$ cat src/rtl/vote_result_reader.sv
// Read-out sequencer: drives the voting machine through display mode, captures each candidate's count, reports results.
// Optional build macro READER_DOUBLE_SAMPLE_EN adds a second led sample per press and a sticky err flag.
module vote_result_reader #(
    parameter int unsigned SETTLE_CYCLES = 1,
    parameter int unsigned PRESS_CYCLES  = 2,
    parameter int unsigned GAP_CYCLES    = 1
) (
    input  logic       clk,
    input  logic       reset,
    input  logic       start,
    input  logic [7:0] led,
    output logic       mode,
    output logic       button1,
    output logic       button2,
    output logic       button3,
    output logic       button4,
    output logic [7:0] count1,
    output logic [7:0] count2,
    output logic [7:0] count3,
    output logic [7:0] count4,
    output logic [9:0] total,
    output logic [1:0] winner,
    output logic       tie,
    output logic       busy,
    output logic       done,
    output logic       err
);

    typedef enum logic [2:0] {
        ST_IDLE,
        ST_SETTLE,
        ST_PRESS,
        ST_GAP,
        ST_DONE
    } state_t;

    localparam logic [3:0] SETTLE_LAST = 4'(SETTLE_CYCLES - 1);
    localparam logic [3:0] PRESS_LAST  = 4'(PRESS_CYCLES - 1);
    localparam logic [3:0] PRESS_EARLY = 4'(PRESS_CYCLES - 2);
    localparam logic [3:0] GAP_LAST    = 4'(GAP_CYCLES - 1);

    state_t     state, state_next;
    logic [3:0] cnt, cnt_next;
    logic [1:0] cand, cand_next;
    logic [3:0] btn;
    logic       accept, capture, early, finish;

    logic [7:0] counts [4];
    logic [7:0] max_c;
    logic [1:0] win_c;
    logic [2:0] nmax_c;
    logic       tie_c;
    logic [9:0] sum_c;

    always_ff @(posedge clk) begin
        if (!reset) begin
            state <= ST_IDLE;
            cnt   <= '0;
            cand  <= '0;
        end else begin
            state <= state_next;
            cnt   <= cnt_next;
            cand  <= cand_next;
        end
    end

    always_comb begin
        state_next = state;
        cnt_next   = cnt + 4'd1;
        cand_next  = cand;
        mode       = 1'b0;
        btn        = '0;
        busy       = 1'b0;
        done       = 1'b0;
        accept     = 1'b0;
        capture    = 1'b0;
        early      = 1'b0;
        finish     = 1'b0;
        case (state)
            ST_IDLE: begin
                cnt_next = '0;
                if (start) begin
                    accept     = 1'b1;
                    state_next = ST_SETTLE;
                end
            end
            ST_SETTLE: begin
                mode = 1'b1;
                busy = 1'b1;
                if (cnt == SETTLE_LAST) begin
                    state_next = ST_PRESS;
                    cnt_next   = '0;
                    cand_next  = '0;
                end
            end
            ST_PRESS: begin
                mode = 1'b1;
                busy = 1'b1;
                btn  = 4'b0001 << cand;
                if (cnt == PRESS_EARLY) early = 1'b1;
                if (cnt == PRESS_LAST) begin
                    capture    = 1'b1;
                    state_next = ST_GAP;
                    cnt_next   = '0;
                end
            end
            ST_GAP: begin
                mode = 1'b1;
                busy = 1'b1;
                if (cnt == GAP_LAST) begin
                    cnt_next = '0;
                    if (cand == 2'd3) begin
                        finish     = 1'b1;
                        state_next = ST_DONE;
                    end else begin
                        state_next = ST_PRESS;
                        cand_next  = cand + 2'd1;
                    end
                end
            end
            ST_DONE: begin
                done       = 1'b1;
                cnt_next   = '0;
                state_next = ST_IDLE;
            end
            default: state_next = ST_IDLE;
        endcase
    end

    assign button1 = btn[0];
    assign button2 = btn[1];
    assign button3 = btn[2];
    assign button4 = btn[3];

    // Strict '>' keeps the lowest index on equal counts; all-zero falls out as winner 0 with tie.
    always_comb begin
        max_c = counts[0];
        win_c = '0;
        for (int unsigned i = 1; i < 4; i++) begin
            if (counts[i] > max_c) begin
                max_c = counts[i];
                win_c = 2'(i);
            end
        end
        nmax_c = '0;
        for (int unsigned i = 0; i < 4; i++) begin
            if (counts[i] == max_c) nmax_c = nmax_c + 3'd1;
        end
        tie_c = (nmax_c >= 3'd2);
        sum_c = 10'(counts[0]) + 10'(counts[1]) + 10'(counts[2]) + 10'(counts[3]);
    end

    always_ff @(posedge clk) begin
        if (!reset) begin
            for (int unsigned i = 0; i < 4; i++) counts[i] <= '0;
            total  <= '0;
            winner <= '0;
            tie    <= 1'b0;
        end else begin
            if (capture) counts[cand] <= led;
            if (finish) begin
                total  <= sum_c;
                winner <= win_c;
                tie    <= tie_c;
            end
        end
    end

    assign count1 = counts[0];
    assign count2 = counts[1];
    assign count3 = counts[2];
    assign count4 = counts[3];

`ifdef READER_DOUBLE_SAMPLE_EN
    logic [7:0] early_sample;
    logic       err_q;

    always_ff @(posedge clk) begin
        if (!reset) begin
            early_sample <= '0;
            err_q        <= 1'b0;
        end else begin
            if (early) early_sample <= led;
            if (accept) err_q <= 1'b0;
            else if (capture && (led != early_sample)) err_q <= 1'b1;
        end
    end

    assign err = err_q;
`else
    logic unused_early;
    assign unused_early = early ^ accept;
    assign err = 1'b0;
`endif

endmodule
$ cat config.mk
export PLATFORM = sky130hd
export DESIGN_NAME = vote_result_reader
export DESIGN_NICKNAME = d
export VERILOG_FILES = /design/src/rtl/vote_result_reader.sv
export SDC_FILE = /design/constraint.sdc
export NUM_CORES = 1
export LEC_CHECK = 0
export CAP_MARGIN = 20
export CORE_MARGIN = 2
export CORE_UTILIZATION = 40
export DETAILED_ROUTE_END_ITERATION = 8
export PLACE_DENSITY = 0.65
export RECOVER_POWER = 25
export SYNTH_ARGS = -nofsm -noshare
export SYNTH_HDL_FRONTEND = slang
export SYNTH_SLANG_ARGS = --single-unit
$ cat constraint.sdc
create_clock -name clk -period 6.6 [get_ports clk]
set_input_delay 1.32 -clock clk [delete_from_list [all_inputs] [get_ports clk]]
set_output_delay 1.32 -clock clk [all_outputs]
set_load 0.05 [all_outputs]
# Yosys cells after proc, flatten, opt, wreduce, memory -nomap -nowiden

Memories as Yosys holds them, arrays and structs flattened.
Index checks and enable logic that the tools add are counted.

Bits in registers: 22
Bits in writable memories: 32
Input port bits: 11
Word-level logic and storage cells: 82
Memories: 1

$add $sub $neg: 8
Magnitude comparators: 4
Equality and inequality tests: 15
Shift operators: 1
Multiplexer cells: 38
Reductions and logical operators: 9

Memories:

| memory | words | bits a word | read ports | clocked after Yosys merged registers in | write ports | RTL line | text |
|---|---|---|---|---|---|---|---|
| counts | 4     | 8           | 4          | 0                                       | 4           | 48       | `logic [7:0] counts [4];` |

Operator list:

| operator              | count |
|---|---|
| $eq A8 B8 Y1          | 4 |
| $mux W8               | 4 |
| $gt A8 B8 Y1          | 3 |
| $mux W3               | 8 |
| $mux W1               | 14 |
| $mux W2               | 6 |
| $mux W4               | 3 |
| $pmux W3 S4           | 1 |
| $pmux W4 S3           | 1 |
| $add A10 B8 Y10       | 1 |
| $add A9 B8 Y10        | 1 |
| $ne A2 B2 Y1 const B  | 5 |
| $add A3 B1 Y3 const B | 3 |
| $add A8 B8 Y9         | 1 |
| $reduce_and A4 Y1     | 2 |
| $reduce_or A8 Y1      | 1 |
| $eq A3 B2 Y1 const B  | 2 |
| $add A4 B1 Y4 const B | 1 |
| $eq A4 B1 Y1 const B  | 1 |
| $logic_not A4 Y1      | 1 |
| $pmux W2 S2           | 1 |
| $reduce_or A2 Y1      | 2 |
| $shl A1 B2 Y4 const A | 1 |
| $eq A3 B1 Y1 const B  | 1 |
| other kinds (7)       | 7 |

# Depth between registers and ports, before layout

An unclocked memory read counts as a cell.

Word-level depth: 16
Gate-level depth with buffers: 38
Gate-level depth less buffers: 34

# Worst setup path before layout

Ideal clock, no wire load.

Path type: reg2reg
Start: memory counts[0][1]
End: register tie
Arrival time: 6.778 ns
Data required time: 6.521 ns
Slack: -0.257 ns
Stages on the path, launching flop included: 38
Buffers on the path: 4
Clock period less this slack: 6.857 ns
Path through: edfxtp_1 inv_1 ha_1 nor2b_4 o211a_4 o21a_1 buf_4 o211ai_1 and2_1 ha_1 nand4_1 nor2_1 a211o_1 clkbuf_1 and2_1 buf_2 a31oi_1 inv_1 [... 2 more ...] o21a_1 o21a_1 o21bai_1 a21oi_1 buf_1 mux2i_1 xnor2_1 nor2_1 and4_1 inv_1 ha_1 mux2_4 inv_1 ha_1 inv_1 a31oi_1 and4b_1 a211oi_2

RTL lines:

| element              | RTL line | text |
|---|---|---|
| start, declared      | 48       |  |
| end signal, assigned | 164      | `tie <= tie_c;` |
| end, declared        | 23       | `output logic tie,` |

==> metrics.cfg <==
[status]
status = complete, no violations

[critical_path]
path_class = flip-flop to flip-flop
reg2reg_slack_ps = 270
timing.rr.end = tie
r2r_cells = 33
cp.arrival_ps = 6540
cp-start-kind = flip-flop
crit_top_cell = ha_1
cp_slowest_cell = edfxtp_1
max_stage_delay_ps = 390
required_ps = 6810
reg2reg_from = counts[1][1]
cp_max_fo = 9
end_kind = flip-flop

[clocking]
hold_buffers = 0
clockRootBuffer = clkbuf_16
insertion_delay_ps = 300
h-tree-depth = 2
clock_path_buffers = 2
clock_sinks = 54
cts_buffers = 5
cts.clk_slew.worst_paths_ps = 70
cts_tree = yes

[power_and_ir_drop]
p_int_uw = 741
power_frac_comb_pct = 39.3
finalPower_uw = 1120
p_clk_share_pct = 26.5
seqPwrFrac_pct = 34.2
switching_share_pct = 33.7
peakVddDrop_v = 0.000151
p_switching_uw = 378
p_leak_uw = 0.00237
cellPowerDensity_nw_per_um2 = 192

[route]
routed_wl_um = 13000
drt_iter0_drc = 234
drc_errors = 0
wl_per_cell_um = 18.4
ant_nets = 0
drtPass1Iterations = 4
routed_via_density = 5.49
vias = 3867

[sta]
fmax_mhz = 158
final_hold_viol_count = 0
clock_skew_ps = 9.76
drv_slew = 0
maxSlewHeadroom_pct = 36.7
layout_min_cycle_time_ps = 6330
setup_viol = 0
post-route-period-util_pct = 95.9
worst_pin_slew_ps = 942

[global_routing]
grt_overflow_total = 0
grt_pass1_wl_um = 20100
grt_max_degree = 18
antenna_found_initial = 0
grt_pass1_vias = 3894
grt_usage_pct = 22.3

[die]
io-pin-count = 64
initial_core_util_pct = 41.4
fp-row-count = 38
core_um2 = 10900
die_x_um = 110
die-area_um2 = 12200
die_y_um = 110

[hold_path]
holdPathEnd = total[7]
hold_depth = 2
hold_class = flip-flop to flip-flop
hold_start = total[7]

[yosys]
netlist_area_um2 = 4530
ys_async_sr_fraction_pct = 0
ys_seq_area_share_pct = 31.0
synthesis.nets = 540
synthCells = 470
ys_ff_latch = 54
synth_flop_cell = edfxtp_1
synth_edf_count = 32
syn_avg_cell_area_um2 = 9.63
synthDistinctLibCells = 59
ys.warnings.count = 0

[run]
maxCapViolCount = 0

[finish]
syn_to_final_growth_pct = 28.8
num_antenna_cells = 0
nets = 634
nFillCells = 1018
finish.instance_area_um2 = 5830
layout-drive-gt1-share_pct = 13.5
final_core_util_pct = 53.3
final_cell_count_no_fill = 705

[place]
dp_hpwl_um = 9910
io_buffer_count = 62
placed_area_um2 = 5540
place_congestion = 0.963
dp.cells = 693

## through the flow
step | worst slack (ps) | hold slack (ps) | setup TNS, ps
2_1_floorplan | 20.2 | 445 | 0
3_3_place_gp | 121 | 449 | 0
3_5_place_dp | -120 | 449 | -120
4_1_cts | 86.3 | 458 | 0
5_1_grt | -4.40 | 480 | -4.40
6_report | 274 | 453 | 0
## critical path: cells and delay by family, from the launching register on
kind            cells  cell delay (ps)
compound gates     11             2190
simple gates        9             1460
fa+ha+maj           5             1140
mux                 2              470
buf+inv             5              400
flops               1              390
xor+xnor            1              150
## flip-flops by register name, summed over array words and instances (netlist names)
register,flops
cand,2
cnt,4
counts,32
state,3
tie,1
total,10
winner,2
## cells in the final DEF, fill, tap and decap left out, types with 16 or more instances in the layout
cell,instances
a21oi_1,27
edfxtp_1,32
fa_1,16
buf_4,33
dfxtp_1,22
ha_1,43
nor2_1,27
xnor2_1,42
clkdlybuf4s50_1,48
inv_1,41
nand2_1,23
and2_1,43
## cells in the mapped netlist (2+ instances only)
cell type	n	area (um2)
nand2_4	2	22.5
edfxtp_1	32	961
nor4_1	2	12.5
nor3_1	7	35.0
a21oi_1	30	150
o21bai_1	6	45.0
ha_1	43	538
fa_1	16	320
o21ai_2	2	17.5
and4_1	2	17.5
buf_4	3	22.5
and3_1	4	25.0
nor3b_1	3	22.5
xnor2_1	42	368
nand3_1	6	30.0
clkbuf_1	6	22.5
dfxtp_1	22	440
xor2_1	5	43.8
nand2b_1	3	18.8
nand2_1	23	86.3
nor2b_1	2	12.5
nand4_1	12	75.1
o21a_1	3	22.5
a31oi_1	10	62.6
nor2_1	27	101
a21o_1	6	45.0
inv_1	41	154
mux2_2	2	22.5
o211ai_1	15	113
o22ai_1	4	25.0
o211ai_2	2	25.0
a211oi_1	4	30.0
and2_1	44	275
o21ai_0	7	35.0
mux2i_1	8	80.1
## cell families after synthesis
family	share of synthesized area (%)
simple gates	17.3
compound gates	16.1
fa+ha+maj	19.0
flops	31.0
buf+inv	4.84
xor+xnor	9.10
mux	2.60
other cells	0.0829
## worst max-delay path by stage
stage / endpoint / depth (start not counted) / from
global route: tie / 34 / counts[0][3]
floorplan: tie / 37 / counts[0][1]
detailed placement: tie / 32 / counts[1][1]
finish: tie / 33 / counts[1][1]
CTS: tie / 32 / counts[1][1]
global placement: tie / 31 / counts[1][1]
## cell type report
cell class	count	area, um2	area share, %
multi-input combinational	364	3040	52.1
sequential	54	1400	24.0
timing repair buffer	98	896	15.4
tap	140	175	3.01
inverter	41	154	2.64
clock buffer	5	125	2.15
clock inverter	3	40.0	0.687
## layer usage
metal  track usage [%]  vias up  wire length, um
met1              26.8     1870             5010
met2              39.9      123             6740
li1                  -     1852                -
met5                 0        -                0
met4              8.93        0              281
met3              3.29       22              951
## power by group through the flow
stage | combinational, uW | clock, uW | sequential, uW
final | 439 | 297 | 383
after global routing | 483 | 312 | 384
after CTS | 411 | 300 | 382
after detailed placement | 407 | 0 | 390
after global placement | 397 | 0 | 389
after floorplan | 275 | 0 | 415
## timing repair
action                     in CTS  in global routing
gates resized for setup         1                 14
buffers inserted                0                  2
pin swaps                       0                  2
setup endpoints to repair       1                  1
gates cloned                    0                  1
Power figures use the tool's default switching activity.
